### config.mk
export PLATFORM = sky130hd
export DESIGN_NAME = icache_fetch_responder
export DESIGN_NICKNAME = d
export VERILOG_FILES = /design/src/rtl/icache_fetch_responder.sv
export SDC_FILE = /design/constraint.sdc
export NUM_CORES = 1
export LEC_CHECK = 0
export CAP_MARGIN = 10
export CORE_MARGIN = 3
export CORE_UTILIZATION = 40
export CTS_CLUSTER_SIZE = 16
export DETAILED_ROUTE_END_ITERATION = 10
export PLACE_DENSITY = 0.67
export SETUP_SLACK_MARGIN = 0.02
export SLEW_MARGIN = 20
export SYNTH_ARGS = -nofsm -noshare
export SYNTH_HDL_FRONTEND = slang
export SYNTH_SLANG_ARGS = --single-unit
### constraint.sdc
create_clock -name clk -period 15.7 [get_ports clk]
set_clock_uncertainty 0.1 [all_clocks]
set_input_delay 2.355 -clock clk [delete_from_list [all_inputs] [get_ports clk]]
set_output_delay 2.355 -clock clk [all_outputs]
set_load 0.005 [all_outputs]
### src/rtl/icache_fetch_responder.sv
// ---------------------------------------------------------------------------
// icache_fetch_responder
//
// Direct-mapped, read-only instruction cache between the PC/IF logic and
// instruction memory. A hit returns the instruction word in the same cycle.
// A miss raises busywait, fetches a 128-bit block from memory, installs it,
// and the fetch then completes when the hit is re-evaluated.
//
// Ports:
//   clk           system clock, all state updates on posedge
//   reset         synchronous active-high reset
//   read          fetch request from the IF stage
//   address       byte address of the instruction (bits [1:0] ignored)
//   readdata      fetched instruction word (0 when not a hit)
//   busywait      stall for PC and IF/ID while the word is unavailable
//   mem_read      block read request to instruction memory
//   mem_address   block address of the outstanding miss (address[31:4])
//   mem_readdata  128-bit block from memory, word 0 in bits [31:0]
//   mem_busywait  memory busy; block valid when low while mem_read is high
// ---------------------------------------------------------------------------
module icache_fetch_responder #(
   parameter int INDEX_BITS = 3,
   parameter int TAG_BITS   = 25
) (
   input  logic         clk,
   input  logic         reset,
   input  logic         read,
   input  logic [31:0]  address,
   output logic [31:0]  readdata,
   output logic         busywait,
   output logic         mem_read,
   output logic [27:0]  mem_address,
   input  logic [127:0] mem_readdata,
   input  logic         mem_busywait
);

   localparam int LINES = 1 << INDEX_BITS;

   // The tag must cover exactly the address bits above index and offset.
   if (TAG_BITS != 32 - 4 - INDEX_BITS) begin : g_tag_bits_check
      $error("icache_fetch_responder: TAG_BITS must equal 28 - INDEX_BITS");
   end

   typedef enum logic [1:0] {
      IDLE,
      MEM_READ,
      UPDATE
   } state_t;

   state_t state;
   state_t next_state;

   logic [LINES-1:0]    valid;
   logic [TAG_BITS-1:0] tag_array  [LINES];
   logic [127:0]        data_array [LINES];
   logic [127:0]        fill_buffer;

   logic [1:0]            offset;
   logic [INDEX_BITS-1:0] index;
   logic [TAG_BITS-1:0]   tag;
   logic                  hit;
   logic                  start_fill;
   logic                  capture_fill;

   logic [INDEX_BITS-1:0] fill_index;
   logic [TAG_BITS-1:0]   fill_tag;

   // Byte-within-word bits are never used by an instruction fetch.
   logic unused_addr_bits;
   assign unused_addr_bits = ^address[1:0];

   assign offset = address[3:2];
   assign index  = address[3+INDEX_BITS:4];
   assign tag    = address[31:4+INDEX_BITS];

   // The latched block address already carries the index and tag of the
   // line being filled, so no separate latch is kept for them.
   assign fill_index = mem_address[INDEX_BITS-1:0];
   assign fill_tag   = mem_address[27:INDEX_BITS];

   // Hit detection and the same-cycle word return. Both outputs are forced
   // quiet while reset is high so the pipeline never sees a stale hit.
   always_comb begin
      hit      = read & valid[index] & (tag_array[index] == tag);
      readdata = 32'd0;
      busywait = 1'b0;
      if (!reset) begin
         busywait = read & ~hit;
         if (hit) begin
            readdata = data_array[index][{offset, 5'b00000} +: 32];
         end
      end
   end

   // Next-state logic for the miss handler. A new miss can only start from
   // IDLE; UPDATE always returns to IDLE so the hit is re-evaluated against
   // the freshly installed line before any further miss is considered.
   always_comb begin
      next_state   = state;
      start_fill   = 1'b0;
      capture_fill = 1'b0;
      case (state)
         IDLE: begin
            if (read && !hit) begin
               next_state = MEM_READ;
               start_fill = 1'b1;
            end
         end
         MEM_READ: begin
            if (!mem_busywait) begin
               next_state   = UPDATE;
               capture_fill = 1'b1;
            end
         end
         UPDATE: begin
            next_state = IDLE;
         end
         default: begin
            next_state = IDLE;
         end
      endcase
   end

   // State register; reset abandons any fill in flight.
   always_ff @(posedge clk) begin
      if (reset) begin
         state <= IDLE;
      end else begin
         state <= next_state;
      end
   end

   // Memory request: raised on the edge that leaves IDLE with a miss and
   // dropped on the edge that captures the block, so it is only ever high
   // in MEM_READ and never spans two requests.
   always_ff @(posedge clk) begin
      if (reset) begin
         mem_read    <= 1'b0;
         mem_address <= 28'd0;
      end else if (start_fill) begin
         mem_read    <= 1'b1;
         mem_address <= address[31:4];
      end else if (capture_fill) begin
         mem_read    <= 1'b0;
      end
   end

   // Holds the returned block for the single UPDATE cycle.
   always_ff @(posedge clk) begin
      if (capture_fill && !reset) begin
         fill_buffer <= mem_readdata;
      end
   end

   // Valid bits are the only cache state cleared by reset; tags and data
   // are meaningless until their valid bit is set again.
   always_ff @(posedge clk) begin
      if (reset) begin
         valid <= '0;
      end else if (state == UPDATE) begin
         valid[fill_index] <= 1'b1;
      end
   end

   // Install the block and tag of the completed fill, overwriting whatever
   // the line held before.
   always_ff @(posedge clk) begin
      if (!reset && state == UPDATE) begin
         data_array[fill_index] <= fill_buffer;
         tag_array[fill_index]  <= fill_tag;
      end
   end

endmodule

; After elaboration in Yosys (flattened, before gate mapping)
; Memories as Yosys holds them, arrays and structs flattened.
; Cells that the tools add are included.
[totals]
mem_bits_rw = 1224
word_cells = 48
memories = 2
ff_bits = 167
[memory_table]
columns = memory, words, word_bits, read_ports, rd_clocked_by_memory_dff, wr, line
row1 = data_array, 8, 128, 1, 0, 1, 55  ; logic [127:0] data_array [LINES];
row2 = tag_array, 8, 25, 1, 0, 1, 54  ; logic [TAG_BITS-1:0] tag_array [LINES];
[op_classes]
magnitude_cmp = 3
n_mux = 18
bitwise = 5
shifts = 1
n_reduce_logical = 9
n_eq_ne = 5
[op_table]
columns = operator, count
row1 = $shiftx A128 B8 Y32, 1
row2 = $mux W32, 2
row3 = $eq A25 B25 Y1, 1
row4 = $mux W1, 11
row5 = $lt A3 B4 Y1 const B, 2
row6 = $or A8 B8 Y8, 1
row7 = $logic_and A1 B1 Y1, 4
row8 = $mux W2, 2
row9 = $ne A2 B2 Y1 const B, 2
row10 = $pmux W2 S2, 1
row11 = $and A1 B1 Y1, 3
row12 = $bmux W1 S3, 1
row13 = $demux W1 S3, 1
row14 = $ge A3 B1 Y1 const B, 1
row15 = $eq A2 B1 Y1 const B, 1
row16 = $eq A2 B2 Y1 const B, 1
row17 = $logic_not A1 Y1, 2
row18 = $logic_not A2 Y1, 1
row19 = $reduce_and A2 Y1, 1
row20 = $reduce_bool A2 Y1, 1
row21 = $not A1 Y1, 1

; Depth between registers and ports, before layout
; Gate-level depths: netlist of run 1.
[logic_depth]
depth_word = 9
depth_mapped = 13
ltp_nobuf = 8

; Worst setup path after synthesis of run 1
; No wires, ideal clock.
[synth_path]
path_type = input port to flip-flop
start = input port reset
end = register fill_buffer[0] (enable)
required_time_ns = 14.671
path_buffers = 1
path_slack_ns = 0.095
arrival_ns = 14.577
stages = 2
cell_sequence = clkbuf_1 -> nor4_1
[synth_via]
elab_chain_cells = 2
[synth_rtl]
columns = item, line
row1 = start: declaration, 26  ; input logic reset,
row2 = $logic_not A1 Y1, 150  ; if (capture_fill && !reset) begin
row3 = $logic_and A1 B1 Y1, 150
row4 = end signal: assignment, 151  ; fill_buffer <= mem_readdata;
row5 = end: declaration, 56  ; logic [127:0] fill_buffer;
; Every way passes these cells.
; A chain may end at the register's enable or synchronous reset.

; Worst setup path in the final report of run 1
[layout_path]
start = input port address[4]
end = output port readdata[18]
[layout_via]
elab_chain_cells = 6
[layout_rtl]
columns = item, line
row1 = start: declaration, 28  ; input logic [31:0] address,
row2 = "parallel branches: the longest is 4 deep, another holds $mem_v2 Z8 W128", -
row3 = $mux W32 *, 89  ; if (hit) begin
row4 = $mux W32 *, 87  ; if (!reset) begin
row5 = end: declaration, 29  ; output logic [31:0] readdata,
; Every way passes the cells marked *. The select of a mux whose other input is x is not followed.

==> run metrics, run 1 <==
status=complete, no violations; PnR worst setup slack=6274 ps; Num CTS Buffers=143; sequential area share after synthesis=79.48%; #FFs+latches synth=1391; internal power=6.253 mW; Sw Share=19.90%; core area=128300 um^2; WS Path Type=input port to primary output; unrepaired setup endpoints after global routing=false; Mapped Nets=2319; count leader, synth=edfxtp_1; Least-Margin Pin Slew=1175 ps; WL/cell=26.26 um; final setup vio count=0; r2r startpoint=state[1]$_SDFFE_PP0P_; total track usage=16.85%; Final #Nets=2618; die area=134500 um^2; Clock Power Share=43.7%; P_leak=19.18 nW; Die X=366.8 um; Synth Instances=2155; top cells by count, synth=1352 x edfxtp_1, 356 x mux4_2, 81 x mux2i_1; Vias=23108; gpl congestion=0.7194; Residual DRC=0; largest net degree at the start of global routing=128; Avg Inst Size Synth=24.16 um^2; CTS tree=done; fillcell total=10145; Post-synth EDFFs=1352; chip height=366.8 um; Synth Flop Type=edfxtp_1; antenna violations before repair=12; drt first-iter violations=2140; CP startpoint=address[4]; Seq pwr share=52.3%; Power Density=127.6 nW/um^2; HP Start=valid[2]$_SDFFE_PP0N_; Warnings, synthesis=0; maximum vdd ir drop=0.07798 mV; Slew headroom=21.69%; FP Rows=131; total gr overflow=0; area leader, netlist=edfxtp_1; DP HPWL=60250 um; Via density=5.376; first-pass GRT wire length=166700 um; Worst-path clk slew=50 ps; Total Wirelength=112900 um; Highest Clock Rate=106.1 MHz; Synth async-reset ratio=0%; Fin Setup TNS=0 ps; min cycle time layout=9426 ps; combinational fraction of design power=4.0%; PortBufs=223; Hold Crit Class=flop to flop; Yosys cell types=37; CTS Buffer Depth=3; DP Worst Slack=6106 ps; final hold violation count=0; Slew Limit Fails=0; Root Buffer Master=clkbuf_16; fin crit share=60.04%; number of max-cap violations=0; Worst-Skew Late Latency=760 ps; Synth top area share=77.98%; largest cells by area after synthesis=edfxtp_1 78%, mux4_2 15%, mux2i_1 1.6%, dfxtp_1 1.5%, a21bo_1 0.54%; 1st-pass router iterations=5; post-CTS setup buffers=0; total number of H-tree levels=4; CP Capture Type=primary output; Top Ports=226; Post-DRT Antenna Nets=0; cts hold-fix bufs=0; vias in the first global route=24813; Critical Path Fanout Max=77; Worst EP arrival=6970 ps; Area Overhead vs Synth=17.53%; Required @ worst endpoint=13240 ps; Initial Util=40.57%; startpoint types=input port; CTS Sinks=1391; Switch Pwr=1.554 mW; Mapped Area=52060 um^2; post_cts resized=0; layout cells sized above 1=24.37%
## power groups by stage
stage	Clock [mW]	Sequential [mW]	Combinational (mW)
floorplan	0	4.16	0.186
global placement	0	4.16	0.314
detailed placement	0	4.16	0.315
CTS	3.49	4.09	0.317
global route	3.66	4.09	0.332
finish	3.41	4.09	0.311
## layer usage
metal,GRT usage (%),wire (um),vias up
met1,23.42,48260,12322
met3,3.289,6957,168
met5,0,9,-
li1,-,-,9829
met4,5.218,2492,2
met2,27.08,55140,787
## layout by cell type, fill, tap and decap left out, types with 3 or more instances in the layout
master / synthesis / layout
nand2_1: 9 / 9
inv_6: 0 / 6
diode_2: 0 / 4
nor4_1: 4 / 3
nor2_1: 42 / 36
buf_12: 0 / 4
bufinv_16: 0 / 20
a22oi_1: 12 / 12
clkinv_1: 1 / 24
buf_4: 1 / 35
xor2_1: 17 / 17
clkinv_2: 0 / 27
mux4_2: 356 / 356
nor2b_1: 4 / 4
nand3_1: 30 / 30
nor2_4: 0 / 6
xnor2_1: 7 / 7
a21oi_1: 29 / 29
clkinv_8: 0 / 5
clkbuf_16: 0 / 145
a21o_1: 8 / 8
clkbuf_1: 38 / 22
clkdlybuf4s50_1: 0 / 217
nand4_1: 6 / 6
a22o_1: 3 / 3
dfxtp_1: 39 / 39
a21bo_1: 28 / 28
edfxtp_1: 1352 / 1352
clkinvlp_4: 0 / 4
mux2i_1: 81 / 81
## registers in the layout (all words and copies together) (netlist names)
name and flops:
mem_address 28, fill_buffer 128, valid 8, tag_array 200
data_array 1024, mem_read 1, state 2
## cell families after synthesis
family,count (synthesis),synth area share [%]
and+or+nand+nor,107,0.9805
muxes,438,16.98
AOI/OAI and AO/OA,84,1.211
xor gates and xnor gates,24,0.4037
DFF,1391,79.48
buffers and inverters,111,0.9445
## through the flow
stage / hold slack (ps) / instance area [um^2] / instances / util, % / total power, mW
after global routing: 360.6 / 61180 / 4295 / 47.67 / 8.077
final: 346.4 / 61190 / 4298 / 47.68 / 7.807
after floorplan: 321.1 / 52060 / 2155 / - / 4.347
after CTS: 349.0 / 61150 / 4293 / 47.65 / 7.898
after global placement: 327.3 / 56380 / 4037 / 43.93 / 4.474
after detailed placement: 335.4 / 56380 / 4037 / 43.93 / 4.480
## worst max-delay path, stage by stage
cell and delay [ps]:
buf_8 650, buf_4 840, buf_4 890, mux4_2 620
mux4_2 460, mux2i_1 430, nor2_1 90, clkdlybuf4s50_1 480
## layout make-up
cell class	instances	area (um^2)	area share [%]
antenna	4	10.01	0.01636
clock buffer	167	3711	6.065
clock inverter	89	1054	1.722
inverter	2	7.507	0.01227
multi-input combinational	653	10260	16.76
sequential	1391	41380	67.63
tap	1729	2163	3.535
timing repair buffer	263	2608	4.261
## path summary, 6_finish.rpt
check | end | slack (ps) | cells past startpoint
setup / recovery | readdata[18] | 6270 | 8
hold / removal | valid[2]$_SDFFE_PP0N_ | 350 | 1
setup reg to reg | data_array[5][105]$_DFFE_PP_ | 12000 | 4
hold reg to reg | valid[2]$_SDFFE_PP0N_ | 350 | 1
(Power assumes the default switching activity.)
==> run 2: changes to the inputs <==
PLACE_DENSITY = 0.65   (was 0.67)
clock period = 8.7 ns   (was 15.7 ns; I/O delays follow)
==> run 2 against run 1 <==
Register-to-register slack got worse by 6400 ps. Sequential power is 80% higher. Wire length increased by 0.40%. Sequential cell count did not move. First-iteration DRC count up 4.3%. Via count rose by 1.1%. Power is 77% higher. Highest routed layer unchanged. Combinational power grew 80%. Core utilization decreased by 0.12 points. Final area down 0.25%.
==> run metrics, run 2 (synthesis results as in run 1) <==
status=complete, no violations; Slowest Stage Delay on Critical Path=620 ps (-270 ps); Largest regs=data_array (1024), tag_array (200), fill_buffer (128); Via density=5.447 (+1.3%); min cycle time layout=6665 ps; FP Rows=131 (unchanged); commonest non-fill, non-tap cell in the layout=edfxtp_1; Total Wirelength=113300 um (+0.40%); Vias=23369 (+1.1%); R2R Setup Slk=5610 ps (-6390 ps); gpl congestion=0.7222 (+0.39%); layout cells sized above 1=23.74% (-0.63 points); CTS Sinks=1391 (unchanged); total gr overflow=0 (unchanged); core area=128300 um^2 (unchanged); r2r startpoint=state[1]$_SDFFE_PP0P_; post_cts resized=0 (unchanged); Initial Util=40.57% (unchanged); most frequent cells in the layout=1352 x edfxtp_1, 356 x mux4_2, 217 x clkdlybuf4s50_1, 148 x clkbuf_16, 81 x mux2i_1; chip height=366.8 um (unchanged); final setup vio count=0 (unchanged); Root Buffer Master=clkbuf_16; Slew headroom=32.93% (+11 points); Power Density=226.8 nW/um^2 (+78%); Area Overhead vs Synth=17.24%; Num CTS Buffers=144 (+0.70%); DP Worst Slack=1919 ps (-4186 ps); Fin Setup TNS=0 ps (unchanged); die area=134500 um^2 (unchanged); fin crit share=76.61%; Die X=366.8 um (unchanged); PnR worst setup slack=2035 ps (-4239 ps); vias in the first global route=24854 (+0.17%); Post-DRT Antenna Nets=0 (unchanged); CP startpoint=address[4]; PortBufs=223 (unchanged); Top Ports=226 (unchanged); DP HPWL=59610 um (-1.1%); reg2reg path depth=3 (-1); cell mode on critical path=mux4_2; antenna violations before repair=8 (-4); total number of H-tree levels=4 (unchanged); largest net degree at the start of global routing=141 (+10%); total track usage=17.04% (+0.19 points); Highest Clock Rate=150.0 MHz; WS Path Type=input port to primary output; met2 wire length=54870 um (-0.48%); Levels on crit path=8 (unchanged); cts hold-fix bufs=0 (unchanged); max layer used=met5; Final #Nets=2616 (-0.076%); CP Buf/Inv Count=4 (unchanged); Least-Margin Pin Slew=1006 ps (-168.6 ps); crit path to=readdata[6]; P_leak=19.06 nW (-0.64%); final hold violation count=0 (unchanged); maximum vdd ir drop=0.1770 mV (+130%); Critical Path Slowest Stage Cell=buf_4; Largest Register=data_array; Slew Limit Fails=0 (unchanged); drt first-iter violations=2233 (+4.3%); CTS Buffer Depth=3 (unchanged); WL/cell=26.41 um (+0.59%); CTS tree=done; routed wl met3=7327 um (+5.3%); number of max-cap violations=0 (unchanged); Worst-Skew Late Latency=770 ps (about the same); unrepaired setup endpoints after global routing=false; CP Capture Type=primary output; crit-path cells=buf_8 -> buf_12 -> buf_4 -> mux4_2 -> mux4_2 -> mux2i_1 -> nor2_1 -> clkdlybuf4s50_1; FF-to-FF End=data_array[3][37]$_DFFE_PP_; Worst EP arrival=5260 ps (-1710 ps); first-pass GRT wire length=168900 um (+1.3%); post-CTS setup buffers=0 (unchanged); final core occ=47.56% (-0.12 points); Inserted Diodes=0 (-4); Required @ worst endpoint=7300 ps (-5940 ps); family with the most delay on the worst path=buffers and inverters; WL met1=48730 um (+0.97%); Residual DRC=0 (unchanged); max FFs per register=1024 (unchanged); startpoint types=input port; Hold Crit Class=flop to flop; 1st-pass router iterations=5 (unchanged); Worst-path clk slew=60 ps (about the same); Critical Path Fanout Max=80 (+3.9%)
run 2: changes by cell type in the layout (fill, tap and decap cells not counted), moves of 2 or more:
cell and change:
nor3_4 +2, clkbuf_16 +3, bufinv_16 -11, clkbuf_8 +6
buf_4 -8, diode_2 -4, buf_12 +7, clkinv_2 -12
nor3_2 -2, clkbuf_1 +5, clkinv_1 +8
run 2: worst min-delay path by stage:
stage	startpoint	end	cells after the start	slack, ps
detailed placement	valid[5]$_SDFFE_PP0N_	valid[5]$_SDFFE_PP0N_	1	350
CTS	valid[5]$_SDFFE_PP0N_	valid[5]$_SDFFE_PP0N_	1	360
global placement	valid[6]$_SDFFE_PP0N_	valid[6]$_SDFFE_PP0N_	1	330
finish	valid[0]$_SDFFE_PP0N_	valid[0]$_SDFFE_PP0N_	1	360
global route	valid[5]$_SDFFE_PP0N_	valid[5]$_SDFFE_PP0N_	1	380
floorplan	valid[2]$_SDFFE_PP0N_	valid[2]$_SDFFE_PP0N_	1	320
run 2: final cells by class:
cell class,instances,area (um^2)
repair buffers,260,2649
fillers,10183,67300
clock buffers,181,3887
multi-input cells,653,10280
flip-flops and latches,1391,41380
well taps,1729,2163
inverters,2,7.507
clock inverters,74,671.9
run 2: metal layers:
metal	global-route usage, %	vias up
met2	27.17	801
met3	3.385	174
li1	-	9813
met5	0	-
met1	24.04	12577
met4	4.807	4
run 2: worst reg2reg max path, delay by kind of cell (launching register included):
kind / cells / cell delay (ps)
buffers and inverters: 1 / 790
DFF: 1 / 510
and+or+nand+nor: 2 / 1230
run 2: metrics by stage:
stage,instance area (um^2),power (mW),hold WS [ps],cells
6_report,61040,13.84,359.9,4290
5_1_grt,61040,14.33,375.6,4290
4_1_cts,61040,14.01,362.1,4290
3_5_place_dp,56480,8.087,348.6,4035
3_3_place_gp,56480,8.075,327.0,4035
2_1_floorplan,52090,7.841,321.1,2155
run 2: where the power goes:
group	total, mW	switching (mW)	internal, mW
clock network	5.91	2.47	3.44
logic	0.560	0.270	0.291
registers	7.38	0.0445	7.33
total	13.8	2.78	11.1
